[config.mk]
export PLATFORM = sky130hd
export DESIGN_NAME = pipe_field_renderer
export DESIGN_NICKNAME = d
export VERILOG_FILES = /design/src/rtl/pipe_field_pkg.sv /design/src/rtl/field_scan_counter.sv /design/src/rtl/pipe_field_renderer.sv
export SDC_FILE = /design/constraint.sdc
export NUM_CORES = 1
export LEC_CHECK = 0
export CELL_PAD_IN_SITES_DETAIL_PLACEMENT = 1
export CELL_PAD_IN_SITES_GLOBAL_PLACEMENT = 1
export CORE_MARGIN = 10
export CORE_UTILIZATION = 31
export DETAILED_ROUTE_END_ITERATION = 7
export GPL_ROUTABILITY_DRIVEN = 0
export GPL_TIMING_DRIVEN = 0
export PLACE_DENSITY_LB_ADDON = 0.1
export REMOVE_ABC_BUFFERS = 1
export SYNTH_ARGS = -nofsm -noshare
export SYNTH_HDL_FRONTEND = slang
export SYNTH_SLANG_ARGS = --single-unit
[constraint.sdc]
create_clock -name clk -period 2.6 [get_ports clk]
set_clock_uncertainty 0.2 [all_clocks]
set_input_delay 0.52 -clock clk [delete_from_list [all_inputs] [get_ports clk]]
set_output_delay 0.52 -clock clk [all_outputs]
set_load 0.1 [all_outputs]
[src/rtl/pipe_field_pkg.sv]
// Shared definitions for the pipe field renderer.
//   - 3-bit RGB colour constants for background, pipes and the player sprite
//   - scan state enumeration used by the renderer FSM
//   - col_height(): pulls one column height out of a packed height vector
// No ports; imported by pipe_field_renderer and field_scan_counter.
package pipe_field_pkg;

  localparam logic [2:0] BG_COL     = 3'b011;
  localparam logic [2:0] PIPE_COL   = 3'b110;
  localparam logic [2:0] PLAYER_COL = 3'b100;

  typedef enum logic [1:0] {
    IDLE,
    PLAYER,
    COLS,
    DONE
  } state_t;

  // Widest vector / height the helper accepts. Callers zero-extend their
  // vector to MAX_VEC_W and truncate the result back to their own height width.
  localparam int MAX_VEC_W = 2048;
  localparam int MAX_HGT_W = 16;

  // Column c lives at bits [(num_cols-c)*hgt_w-1 -: hgt_w], so column 0 is the
  // most significant field of the vector.
  function automatic logic [MAX_HGT_W-1:0] col_height(
    input logic [MAX_VEC_W-1:0] vec,
    input int                   c,
    input int                   num_cols,
    input int                   hgt_w
  );
    logic [MAX_HGT_W-1:0] mask;
    mask = MAX_HGT_W'((1 << hgt_w) - 1);
    return MAX_HGT_W'(vec >> ((num_cols - c - 1) * hgt_w)) & mask;
  endfunction

endpackage

[src/rtl/field_scan_counter.sv]
// Nested scan counters for the field renderer.
// y_off counts fastest (0..FIELD_H-1), then sub (pixel within a strip or
// column), then col (pipe column index, only advanced outside the player phase).
// Ports:
//   clk, resetn     clock and synchronous active-low reset
//   clear           force all counters to zero (held while the renderer idles)
//   en              advance one pixel this cycle
//   player_phase    1: sub wraps at PLAYER_W-1 and col holds; 0: sub wraps at COL_W-1
//   y_off, sub, col current counter values
//   last_row, last_sub, last_col  counter-at-final-value flags
module field_scan_counter
  import pipe_field_pkg::*;
#(
  parameter int FIELD_H   = 80,
  parameter int COL_W     = 4,
  parameter int PLAYER_W  = 2,
  parameter int NUM_COLS  = 39,
  parameter int YO_W      = 7,
  parameter int SUB_W     = 3,
  parameter int COL_IDX_W = 6
) (
  input  logic                 clk,
  input  logic                 resetn,
  input  logic                 clear,
  input  logic                 en,
  input  logic                 player_phase,
  output logic [YO_W-1:0]      y_off,
  output logic [SUB_W-1:0]     sub,
  output logic [COL_IDX_W-1:0] col,
  output logic                 last_row,
  output logic                 last_sub,
  output logic                 last_col
);

  assign last_row = (y_off == YO_W'(FIELD_H - 1));
  assign last_sub = player_phase ? (sub == SUB_W'(PLAYER_W - 1))
                                 : (sub == SUB_W'(COL_W - 1));
  assign last_col = (col == COL_IDX_W'(NUM_COLS - 1));

  // Every counter wraps back to zero on its own, so the phase change from the
  // player strip to the first pipe column needs no extra reload.
  always_ff @(posedge clk) begin
    if (!resetn || clear) begin
      y_off <= '0;
      sub   <= '0;
      col   <= '0;
    end else if (en) begin
      y_off <= last_row ? '0 : y_off + 1'b1;
      if (last_row) begin
        sub <= last_sub ? '0 : sub + 1'b1;
        if (last_sub && !player_phase)
          col <= last_col ? '0 : col + 1'b1;
      end
    end
  end

endmodule

[src/rtl/pipe_field_renderer.sv]
// Renders one frame of the play field (player strip, then NUM_COLS pipe
// columns) as a one-pixel-per-cycle stream for the vga_adapter write port.
// Ports:
//   clk, resetn        clock and synchronous active-low reset
//   frame_req          start a frame when idle (overrun pulse otherwise)
//   stall              freeze scan; plot forced low while asserted
//   player_h, col_h    live game state, snapshotted at frame start
//   x, y, colour, plot registered pixel write
//   busy               frame in progress
//   frame_done         one-cycle pulse after the last pixel
//   collide            collision result of the last completed frame
//   overrun            one-cycle pulse for a frame_req that was ignored
module pipe_field_renderer
  import pipe_field_pkg::*;
#(
  parameter int NUM_COLS = 39,
  parameter int COL_W    = 4,
  parameter int HGT_W    = 7,
  parameter int FIELD_H  = 80,
  parameter int Y_BASE   = 84,
  parameter int PLAYER_W = 2,
  parameter int PLAYER_H = 4,
  parameter int GAP      = 12,
  parameter int X_W      = 8,
  parameter int Y_W      = 7
) (
  input  logic                      clk,
  input  logic                      resetn,
  input  logic                      frame_req,
  input  logic                      stall,
  input  logic [HGT_W-1:0]          player_h,
  input  logic [NUM_COLS*HGT_W-1:0] col_h,
  output logic [X_W-1:0]            x,
  output logic [Y_W-1:0]            y,
  output logic [2:0]                colour,
  output logic                      plot,
  output logic                      busy,
  output logic                      frame_done,
  output logic                      collide,
  output logic                      overrun
);

  localparam int EXT_W     = HGT_W + 1;
  localparam int YO_W      = $clog2(FIELD_H + 1);
  localparam int SUB_MAX   = (COL_W > PLAYER_W) ? COL_W : PLAYER_W;
  localparam int SUB_W     = $clog2(SUB_MAX + 1);
  localparam int COL_IDX_W = $clog2(NUM_COLS + 1);

  state_t                    state;
  logic [NUM_COLS*HGT_W-1:0] snap;
  logic [HGT_W-1:0]          ph_snap;
  logic                      coll_snap;

  logic [YO_W-1:0]      y_off;
  logic [SUB_W-1:0]     sub;
  logic [COL_IDX_W-1:0] col;
  logic                 last_row, last_sub, last_col;
  logic                 scan_en;

  assign scan_en = !stall && (state == PLAYER || state == COLS);

  field_scan_counter #(
    .FIELD_H  (FIELD_H),
    .COL_W    (COL_W),
    .PLAYER_W (PLAYER_W),
    .NUM_COLS (NUM_COLS),
    .YO_W     (YO_W),
    .SUB_W    (SUB_W),
    .COL_IDX_W(COL_IDX_W)
  ) u_scan (
    .clk         (clk),
    .resetn      (resetn),
    .clear       (state == IDLE),
    .en          (scan_en),
    .player_phase(state == PLAYER),
    .y_off       (y_off),
    .sub         (sub),
    .col         (col),
    .last_row    (last_row),
    .last_sub    (last_sub),
    .last_col    (last_col)
  );

  // Collision depends only on the snapshot, so it is evaluated from the live
  // inputs at the moment they are captured and simply held until DONE.
  logic [HGT_W-1:0] col0_h;
  logic [EXT_W-1:0] ph_in_ext, col0_ext;
  logic             coll_next;

  assign col0_h    = HGT_W'(col_height(MAX_VEC_W'(col_h), 0, NUM_COLS, HGT_W));
  assign ph_in_ext = EXT_W'(player_h);
  assign col0_ext  = EXT_W'(col0_h);
  assign coll_next = (player_h == '0)
                  || (ph_in_ext + EXT_W'(PLAYER_H) > EXT_W'(FIELD_H))
                  || ((col0_h != '0)
                      && ((ph_in_ext < col0_ext)
                          || (ph_in_ext + EXT_W'(PLAYER_H - 1) > col0_ext + EXT_W'(GAP))));

  // The snapshot shifts left one field per finished column, so the column
  // being drawn is always the top field; no wide index mux is needed.
  logic [HGT_W-1:0] cur_h;
  logic [EXT_W-1:0] y_ext, ph_ext, h_ext;
  logic [X_W-1:0]   pix_x;
  logic [Y_W-1:0]   pix_y;
  logic [2:0]       pix_col;

  assign cur_h  = snap[NUM_COLS*HGT_W-1 -: HGT_W];
  assign y_ext  = EXT_W'(y_off);
  assign ph_ext = EXT_W'(ph_snap);
  assign h_ext  = EXT_W'(cur_h);
  assign pix_y  = Y_W'(Y_BASE - int'(y_off));

  always_comb begin
    pix_x   = X_W'(PLAYER_W + int'(col) * COL_W + int'(sub));
    pix_col = BG_COL;
    if (state == PLAYER) begin
      pix_x = X_W'(sub);
      if (y_ext >= ph_ext && y_ext <= ph_ext + EXT_W'(PLAYER_H - 1))
        pix_col = PLAYER_COL;
    end else if (cur_h != '0) begin
      if (y_ext < h_ext || y_ext > h_ext + EXT_W'(GAP))
        pix_col = PIPE_COL;
    end
  end

  // Stall freezes state and pixel registers but drops plot, so a pixel is
  // written exactly once no matter how the stall pattern falls.
  always_ff @(posedge clk) begin
    if (!resetn) begin
      state      <= IDLE;
      snap       <= '0;
      ph_snap    <= '0;
      coll_snap  <= 1'b0;
      x          <= '0;
      y          <= '0;
      colour     <= BG_COL;
      plot       <= 1'b0;
      busy       <= 1'b0;
      frame_done <= 1'b0;
      collide    <= 1'b0;
      overrun    <= 1'b0;
    end else begin
      frame_done <= 1'b0;
      overrun    <= frame_req && (state != IDLE);
      if (stall)
        plot <= 1'b0;
      case (state)
        IDLE: begin
          plot <= 1'b0;
          if (frame_req) begin
            snap      <= col_h;
            ph_snap   <= player_h;
            coll_snap <= coll_next;
            busy      <= 1'b1;
            state     <= PLAYER;
          end
        end
        PLAYER: begin
          if (!stall) begin
            x      <= pix_x;
            y      <= pix_y;
            colour <= pix_col;
            plot   <= 1'b1;
            if (last_row && last_sub)
              state <= COLS;
          end
        end
        COLS: begin
          if (!stall) begin
            x      <= pix_x;
            y      <= pix_y;
            colour <= pix_col;
            plot   <= 1'b1;
            if (last_row && last_sub) begin
              snap <= snap << HGT_W;
              if (last_col)
                state <= DONE;
            end
          end
        end
        DONE: begin
          if (!stall) begin
            plot       <= 1'b0;
            frame_done <= 1'b1;
            collide    <= coll_snap;
            busy       <= 1'b0;
            state      <= IDLE;
          end
        end
        default: state <= IDLE;
      endcase
    end
  end

endmodule

==> metrics <==
status=finished, violations left; failing checks=negative setup slack; FMAX=0.328 GHz; highest-count cells in the layout ignoring fill and taps=309 x dfxtp_1, 304 x clkdlybuf4s50_1, 264 x mux2i_1; final instance area=24200 um2; Yosys warning total=0; Synth-to-Final Area Change=58.6%; CTS root buf=clkbuf_16; Seq/Total Area, Yosys=0.422; max cap viols=0; clk buf depth=3; CTS tree=done; Post-synth EDFFs=0; Synth Instances=1646; Leak=8.80 nW; max incr delay on CP=0.41 ns; worst hold path class=reg2reg; dpl cell area=19400 um2; syn avg cell area=9.28 um2; highest routed layer=met5; Max stage delay cell, worst path=or3_4; Avg WL per Cell=19.8 um; Core Util, Final=0.496; Net count, final=2392; post-route ant nets=0; WP data required=2.82 ns; final hold vios=0; CTS sink cnt=322; Total GRT Usage=0.176; type of origin of the critical path=register; Tot Pwr=0.0349 W; drt initial violations=467; Via Count=13924; Slew Limit Headroom=0.337; hold buffer count at CTS=0; H-Tree Depth=2; top post-synthesis cells by area=dfxtp_1 42%, mux2i_1 17%, a211oi_1 13%, nor2_1 7.4%, ha_1 4.6%; total wire length=54400 um; global-route wire length before repair=84000 um; Chip Width=242 um; Vias/cell=5.06; ys async rst share=0; Final setup violation count=298; Least-Margin Pin Slew=0.992 ns; core box area=48800 um2; antenna violations before repair=21; Power Density=1440 nW/um2; DRC=0; share of cells above drive strength 1=0.235; Main synth FF type=dfxtp_1; Clock Latency Late Sink=0.56 ns; Crit path buffers/inverters=11; critical path arrival=3.27 ns; largest net degree at the start of global routing=124; most used cell, CP=buf_12; number of global-route vias before repair=14776; met2 routed WL=27700 um; Slew Viols, Final=0; minimum clock period=3.05 ns; Ports=307; detailed placer's ending HPWL=33900 um; final period utilization=1.17; CP endpoint kind=register; WS Path Type=reg2reg; distinct cell type count after synthesis=50; first-pass detailed-route iteration total=4; Synth area leader=dfxtp_1; Port Buffers=306; flops & latches, synth=322; commonest non-fill, non-tap cell in the layout=dfxtp_1; post-synth top area share=0.422; full die area=58600 um2; Inserted Clock Buffers=41; met3 routed WL=2990 um; Die H=242 um; Met1 Wirelength=22800 um; row count=81; CP delay by family, top=buffers and inverters; final setup margin=-0.450 ns; initial core utilization=0.313; worst-path maximum fanout=6; Remaining Overflow, GRT=0; final setup TNS=-75.33 ns; Peak VDD IR=0.000863 V; Worst-path clk slew=0.06 ns; Syn Std Cell Area=15300 um2; RSZ-0062 raised after global routing=true; Critical Path, Cell by Cell=inv_4 > ha_4 > xor2_4 > nand3_4 > or3_4 > a211oi_4 > buf_6 > buf_12 > buf_12 > buf_12 > buf_16 > buf_12 > buf_12 > buf_12 > buf_12 > buf_16 > a211oi_2
area by class of cell:
class / count / area (um2)
diodes: 7 / 17.5
clock buffers: 62 / 1200
clock inverters: 10 / 118
fillers: 5311 / 24600
inverters: 35 / 144
multi-input cells: 1155 / 9260
flip-flops and latches: 322 / 6490
well taps: 664 / 831
repair buffers: 496 / 6180
tightest hold or removal path, cell delays in order, from the launching register on:
cell and delay (ns):
dfxtp_1 0.30, nand2_1 0.05, a21oi_1 0.05
per-stage QoR:
stage | worst slack [ns] | std cells | hold WS [ns]
after floorplan | -30.25 | 1511 | 0.232
after global placement | -57.37 | 2481 | 0.239
after detailed placement | -2.16 | 2516 | 0.245
after CTS | -0.444 | 2704 | 0.234
after global routing | -0.540 | 2747 | 0.270
final | -0.450 | 2751 | 0.248
path summary, 6_finish.rpt:
kind,slack [ns],start,endpoint,cells after the start
max reg2reg,-0.45,state[1],snap[46],17
min reg2reg,0.25,x[2],x[2],2
min,0.25,x[2],x[2],2
max,-0.45,state[1],snap[46],17
synth_stat cells, drive strengths merged, types with 9 or more instances:
cell type,number
xnor2,22
xor2,14
dfxtp,322
nor3,10
buf,51
o21ai,12
clkbuf,84
ha,56
mux2i,264
a21oi,42
nand3,12
nand2,60
inv,35
nand4,9
a211oi,263
nor2,300
o211ai,12
cells by family (layout without fill, tap and decap cells):
family	after synthesis	in the layout	synth area share
mux	264	264	0.173
fa+ha+maj	57	57	0.0472
flops	322	322	0.422
xor+xnor	36	36	0.0206
other cells	0	7	0
compound gates	369	369	0.176
simple gates	428	429	0.116
buf+inv	170	603	0.0459
power breakdown:
part           switching, W  leakage (nW)  internal (W)
clock               0.00225         0.648       0.00337
sequential          0.00146          2.67       0.00734
combinational       0.00934          5.48        0.0111
total                0.0131          8.80        0.0219
timing repair:
| action | CTS | global route |
|---|---|---|
| buffers inserted | 87 | 46 |
| resized for setup | 263 | 165 |
| setup endpoints to repair | 315 | 319 |
| cloned | 29 | 10 |
| pin swaps | 145 | 69 |
layer usage:
metal,track usage,vias up
li1,-,6805
met1,0.205,6807
met2,0.307,201
met3,0.0537,79
met4,0.0462,32
met5,0,-
state kept, by name, summed over array words and instances (netlist names), 2 cells and up:
signal / flops
colour: 3
ph_snap: 7
snap: 273
state: 2
u_scan.col: 6
u_scan.sub: 3
u_scan.y_off: 7
x: 8
y: 7
Note: power is estimated with default switching activity, not from simulation.
